--- config.mk ---
export PLATFORM = sky130hd
export DESIGN_NAME = mem_bridge
export DESIGN_NICKNAME = d
export VERILOG_FILES = /design/src/rtl/suro_pkg.sv /design/src/rtl/mem_bridge_lane_align.sv /design/src/rtl/mem_bridge.sv
export SDC_FILE = /design/constraint.sdc
export NUM_CORES = 1
export LEC_CHECK = 0
export BUFFER_PORTS_ARGS = -buffer_cell sky130_fd_sc_hd__buf_2
export CORE_ASPECT_RATIO = 0.7
export CORE_UTILIZATION = 45
export DETAILED_ROUTE_END_ITERATION = 10
export PLACE_DENSITY = 0.65
export SKIP_CTS_REPAIR_TIMING = 1
export SLEW_MARGIN = 20
export SYNTH_ARGS = -nofsm -noshare
export SYNTH_HDL_FRONTEND = slang
export SYNTH_HIERARCHICAL = 1
export SYNTH_SLANG_ARGS = --single-unit
export TNS_END_PERCENT = 10
--- constraint.sdc ---
create_clock -name clk -period 5 [get_ports clk]
set_clock_uncertainty 0.05 [all_clocks]
set_input_delay 1 -clock clk [delete_from_list [all_inputs] [get_ports clk]]
set_output_delay 1 -clock clk [all_outputs]
set_load 0.1 [all_outputs]
--- src/rtl/suro_pkg.sv ---
// Shared suro-v types: memory access size codes, data word, and mem_bridge FSM states.
// Latency: n/a (types and a helper function only).
// Backpressure: n/a.
package suro_pkg;

  // funct3 access size encoding used by loads and stores
  typedef logic [2:0] mem_addr_t;

  localparam mem_addr_t MEM_B  = 3'b000;
  localparam mem_addr_t MEM_H  = 3'b001;
  localparam mem_addr_t MEM_W  = 3'b010;
  localparam mem_addr_t MEM_BU = 3'b100;
  localparam mem_addr_t MEM_HU = 3'b101;

  typedef logic [31:0] word_t;

  typedef enum logic [2:0] {
    MB_IDLE  = 3'd0,
    MB_REQ0  = 3'd1,
    MB_WAIT0 = 3'd2,
    MB_REQ1  = 3'd3,
    MB_WAIT1 = 3'd4,
    MB_RESP  = 3'd5
  } mem_bridge_state_t;

  // Access width in bytes from the low two funct3 bits; reserved codes fall to a word.
  function automatic logic [2:0] size_bytes(input logic [1:0] sz);
    case (sz)
      2'b00:   return 3'd1;
      2'b01:   return 3'd2;
      default: return 3'd4;
    endcase
  endfunction

endpackage

--- src/rtl/mem_bridge_lane_align.sv ---
// Byte-lane steering for mem_bridge: store strobes/data shift, load merge and extension.
// Latency: purely combinational.
// Backpressure: none; follows its inputs.
// Ports: off (byte offset), size (funct3), merged_rdata ({beat1,beat0}), wdata ->
//        strb (8 lanes over two beats), wdata_sh (64-bit shifted store data), rdata_ext.
module lane_align
  import suro_pkg::*;
(
  input  logic [1:0]  off,
  input  logic [2:0]  size,
  input  logic [63:0] merged_rdata,
  input  logic [31:0] wdata,
  output logic [7:0]  strb,
  output logic [63:0] wdata_sh,
  output logic [31:0] rdata_ext
);

  logic [7:0]  base_mask;
  logic [5:0]  sh;
  logic [31:0] rd_lo;

  always_comb begin
    case (size[1:0])
      2'b00:   base_mask = 8'h01;
      2'b01:   base_mask = 8'h03;
      default: base_mask = 8'h0F;
    endcase
    sh       = {off, 3'b000};
    strb     = base_mask << off;
    wdata_sh = {32'h0, wdata} << sh;
    // Picking 32 bits at the byte offset is the same as shifting right and keeping the low word.
    rd_lo    = merged_rdata[sh +: 32];
    case (size)
      MEM_B:   rdata_ext = {{24{rd_lo[7]}},  rd_lo[7:0]};
      MEM_H:   rdata_ext = {{16{rd_lo[15]}}, rd_lo[15:0]};
      MEM_BU:  rdata_ext = {24'h0, rd_lo[7:0]};
      MEM_HU:  rdata_ext = {16'h0, rd_lo[15:0]};
      default: rdata_ext = rd_lo;
    endcase
  end

endmodule

--- src/rtl/mem_bridge.sv ---
// Core load/store to word bus bridge: aligns, splits line-crossing accesses, extends loads.
// Latency: zero-wait bus gives accept->core_done of 4 cycles (aligned) or 6 (split).
// Backpressure: holds bus_req_valid/payload until bus_req_ready; waits on bus_rsp_valid.
// Ports: core_* request/completion side, busy status, bus_* word-aligned request/response side.
module mem_bridge
  import suro_pkg::*;
#(
  parameter int ALLOW_MISALIGNED = 1,
  parameter int BUS_AW           = 32
) (
  input  logic              clk,
  input  logic              rst,
  input  logic              core_req,
  input  logic              core_we,
  input  logic [31:0]       core_addr,
  input  logic [2:0]        core_size,
  input  logic [31:0]       core_wdata,
  output logic [31:0]       core_rdata,
  output logic              core_done,
  output logic              core_err,
  output logic              busy,
  output logic              bus_req_valid,
  input  logic              bus_req_ready,
  output logic [BUS_AW-1:0] bus_addr,
  output logic              bus_we,
  output logic [3:0]        bus_wstrb,
  output logic [31:0]       bus_wdata,
  input  logic              bus_rsp_valid,
  input  logic [31:0]       bus_rdata,
  input  logic              bus_rsp_err
);

  mem_bridge_state_t state, state_nxt;

  logic      r_we;
  word_t     r_addr;
  mem_addr_t r_size;
  word_t     r_wdata;
  word_t     beat0_rdata;
  word_t     beat1_rdata;
  logic      r_err;
  logic      r_nobus;   // misalign rejected without touching the bus

  logic        accept;
  logic        cross_in;
  logic        cross_r;
  logic        reject_in;
  logic        beat_sel;
  word_t       beat_addr;
  logic [7:0]  strb;
  logic [63:0] wdata_sh;
  word_t       rdata_ext;

  assign accept    = (state == MB_IDLE) && core_req;
  assign cross_in  = ({1'b0, core_addr[1:0]} + size_bytes(core_size[1:0])) > 3'd4;
  assign cross_r   = ({1'b0, r_addr[1:0]} + size_bytes(r_size[1:0])) > 3'd4;
  assign reject_in = cross_in && (ALLOW_MISALIGNED == 0);

  always_comb begin
    state_nxt = state;
    case (state)
      MB_IDLE:  if (core_req) state_nxt = reject_in ? MB_RESP : MB_REQ0;
      MB_REQ0:  if (bus_req_ready) state_nxt = MB_WAIT0;
      // An error on the first beat abandons the second one.
      MB_WAIT0: if (bus_rsp_valid) state_nxt = (cross_r && !bus_rsp_err) ? MB_REQ1 : MB_RESP;
      MB_REQ1:  if (bus_req_ready) state_nxt = MB_WAIT1;
      MB_WAIT1: if (bus_rsp_valid) state_nxt = MB_RESP;
      MB_RESP:  state_nxt = MB_IDLE;
      default:  state_nxt = MB_IDLE;
    endcase
  end

  always_ff @(posedge clk) begin
    if (rst) begin
      state       <= MB_IDLE;
      r_we        <= 1'b0;
      r_addr      <= '0;
      r_size      <= '0;
      r_wdata     <= '0;
      beat0_rdata <= '0;
      beat1_rdata <= '0;
      r_err       <= 1'b0;
      r_nobus     <= 1'b0;
      core_rdata  <= '0;
      core_done   <= 1'b0;
      core_err    <= 1'b0;
      busy        <= 1'b0;
    end else begin
      state     <= state_nxt;
      // Busy stays up through the completion cycle, which follows RESP.
      busy      <= (state_nxt != MB_IDLE) || (state == MB_RESP);
      core_done <= (state == MB_RESP);
      core_err  <= (state == MB_RESP) && r_err;

      if (accept) begin
        r_we        <= core_we;
        r_addr      <= core_addr;
        r_size      <= core_size;
        r_wdata     <= core_wdata;
        r_err       <= reject_in;
        r_nobus     <= reject_in;
        beat0_rdata <= '0;
        beat1_rdata <= '0;
      end

      if (state == MB_WAIT0 && bus_rsp_valid) begin
        beat0_rdata <= bus_rdata;
        r_err       <= r_err | bus_rsp_err;
      end
      if (state == MB_WAIT1 && bus_rsp_valid) begin
        beat1_rdata <= bus_rdata;
        r_err       <= r_err | bus_rsp_err;
      end

      if (state == MB_RESP && !r_we && !r_nobus) begin
        core_rdata <= rdata_ext;
      end
    end
  end

  lane_align u_lane_align (
    .off          (r_addr[1:0]),
    .size         (r_size),
    .merged_rdata ({beat1_rdata, beat0_rdata}),
    .wdata        (r_wdata),
    .strb         (strb),
    .wdata_sh     (wdata_sh),
    .rdata_ext    (rdata_ext)
  );

  // Payload is a pure function of state and captured regs, so it is stable while stalled.
  assign bus_req_valid = (state == MB_REQ0) || (state == MB_REQ1);
  assign beat_sel      = (state == MB_REQ1);
  assign beat_addr     = {r_addr[31:2], 2'b00} + (beat_sel ? 32'd4 : 32'd0);
  assign bus_addr      = bus_req_valid ? BUS_AW'(beat_addr) : '0;
  assign bus_we        = bus_req_valid && r_we;
  assign bus_wstrb     = (bus_req_valid && r_we) ? (beat_sel ? strb[7:4] : strb[3:0]) : 4'b0000;
  assign bus_wdata     = (bus_req_valid && r_we) ? (beat_sel ? wdata_sh[63:32] : wdata_sh[31:0]) : 32'h0;

endmodule

==> impl_metrics.json <==
{
  "grt_usage": 0.273,
  "cp_data_arrival_time_ps": 3530,
  "start_kind": "flop",
  "fin_ws_ps": 418,
  "mostFrequentLayoutCells": "nand2_1, buf_2, dfxtp_1, a21oi_1, nor2_1",
  "max_stage_delay_ps": 680,
  "pwr-share-seq": 0.421,
  "synthesis.area_um2": 8970,
  "firstDrtPassIters": 5,
  "drtIter0Drc": 903,
  "crit_fanout": 16,
  "layout_min_cycle_time_ps": 4580,
  "worstHoldPathType": "reg2reg",
  "pre_cts_slack_ps": 881,
  "area_delta_synth_final_pct": 21.4,
  "post-route-util": 0.568,
  "overflow": 0,
  "num_rows": 42,
  "grt_max_degree": 76,
  "setup_violations": 0,
  "powerDensity_nw_per_um2": 322,
  "clk-insertion-delay-late_ps": 430,
  "io_pins": 211,
  "switching_power_mw": 1.19,
  "layout.nets": 1335,
  "cts-root-buf": "clkbuf_16",
  "via_per_inst": 5.77,
  "max_cap_viol_count": 0,
  "rsz0062_at_grt": "no",
  "netlist_instances": 1089,
  "die-height_um": 120,
  "clockPowerShare": 0.376,
  "vias": 8670,
  "critPathBufInv": 2,
  "ir_worst_vdd_mv": 0.171,
  "dieArea_um2": 20500,
  "wl_per_cell_um": 18.5,
  "htree_levels": 4,
  "p_leak_nw": 4.29,
  "power.total_mw": 3.51,
  "max_freq_mhz": 218,
  "worstSetupEndpointType": "output pin",
  "p_int_mw": 2.31,
  "synth_warnings": 6,
  "clock_path_buffers": 2,
  "diodes": 0,
  "critical_path.slowest_cell": "dfxtp_1",
  "clk_pin_slew_ps": 60,
  "drv_slew": 0,
  "post-dp-hpwl_um": 19100,
  "fin_crit_sh": 0.916,
  "grt_pass1_wl_um": 43000,
  "critPathTopFamily": "simple AND/OR/NAND/NOR gates",
  "status": "complete, no violations",
  "place.gp.congestion": 0.910,
  "hold_viol_final": 0,
  "critPathKind": "reg2out",
  "numCtsBuffers": 17,
  "worst_pin_slew_ps": 939,
  "drive_gt1_frac": 0.282,
  "core_area_um2": 19200,
  "ant_nets": 0,
  "crit_required_ps": 3950,
  "layout_commonest_cell": "nand2_1",
  "grt_pass1_vias": 7657,
  "p_comb_frac": 0.204,
  "clock_sinks": 163,
  "io_buffers": 208,
  "dieWidth_um": 171,
  "start_util": 0.468,
  "slew_headroom": 0.374,
  "cts_tree": "done",
  "path_cells": "nand3b_1 -> inv_1 -> ha_1 -> and4_1 -> nand4_1 -> or4_1 -> a21oi_1 -> buf_12",
  "fin_tns_setup_ps": 0,
  "p_sw_frac": 0.340,
  "avgSynthCellArea_um2": 8.23,
  "routed_wl_um": 27800,
  "grt_antenna_before_repair": 1,
  "drc": 0
}
==> worst register-to-register path: stages, from the launching register on <==
cell and delay, ps:
dfxtp_2 950, buf_4 600, mux4_1 430, mux2i_4 450, o21ai_0 220, nand2_1 100, a21oi_1 60
==> metrics by stage <==
| step | area, um2 | hold slack [ps] | cells |
|---|---|---|---|
| after floorplan | 9010 | 380 | 1098 |
| after global placement | 10300 | 391 | 1469 |
| after detailed placement | 10300 | 394 | 1470 |
| after CTS | 10900 | 402 | 1502 |
| after global routing | 10900 | 421 | 1502 |
| final | 10900 | 402 | 1502 |
==> layer usage <==
| layer | track usage | vias to the layer above | share of wire |
|---|---|---|---|
| li1 | - | 4137 | - |
| met1 | 0.410 | 4130 | 0.48 |
| met2 | 0.379 | 376 | 0.41 |
| met3 | 0.0742 | 27 | 0.10 |
| met4 | 0.0698 | 0 | 0.014 |
| met5 | 0 | - | 0 |
==> power groups by stage <==
stage | clock network [mW] | registers, mW | logic [mW]
after floorplan | 0 | 1.46 | 0.536
final | 1.32 | 1.47 | 0.714
after CTS | 1.34 | 1.47 | 0.711
after global placement | 0 | 1.50 | 0.700
after detailed placement | 0 | 1.50 | 0.708
after global routing | 1.39 | 1.48 | 0.772
==> sequential cells by signal, indices dropped and copies added (netlist names), 3 cells and up <==
signal and flops:
core_rdata 32, r_wdata 32, state 3, beat0_rdata 32
r_addr 32, beat1_rdata 24, r_size 3
==> path summary, 6_finish.rpt <==
check / from / endpoint / slack [ps] / cells past startpoint
setup / recovery: state[0] / bus_addr[23] / 420 / 8
hold / removal: core_rdata[15] / core_rdata[15] / 400 / 2
setup reg to reg: r_addr[1] / core_rdata[31] / 2010 / 6
hold reg to reg: core_rdata[15] / core_rdata[15] / 400 / 2
==> final cells by class <==
| class | count | area [um2] |
|---|---|---|
| clock buffer | 19 | 443 |
| clock inverter | 13 | 140 |
| timing repair buffer | 226 | 1480 |
| fill | 1855 | 8290 |
| tap | 264 | 330 |
| inverter | 8 | 30.0 |
| sequential | 163 | 3270 |
| multi-input combinational | 809 | 5190 |
Power figures use the tool's default switching activity.
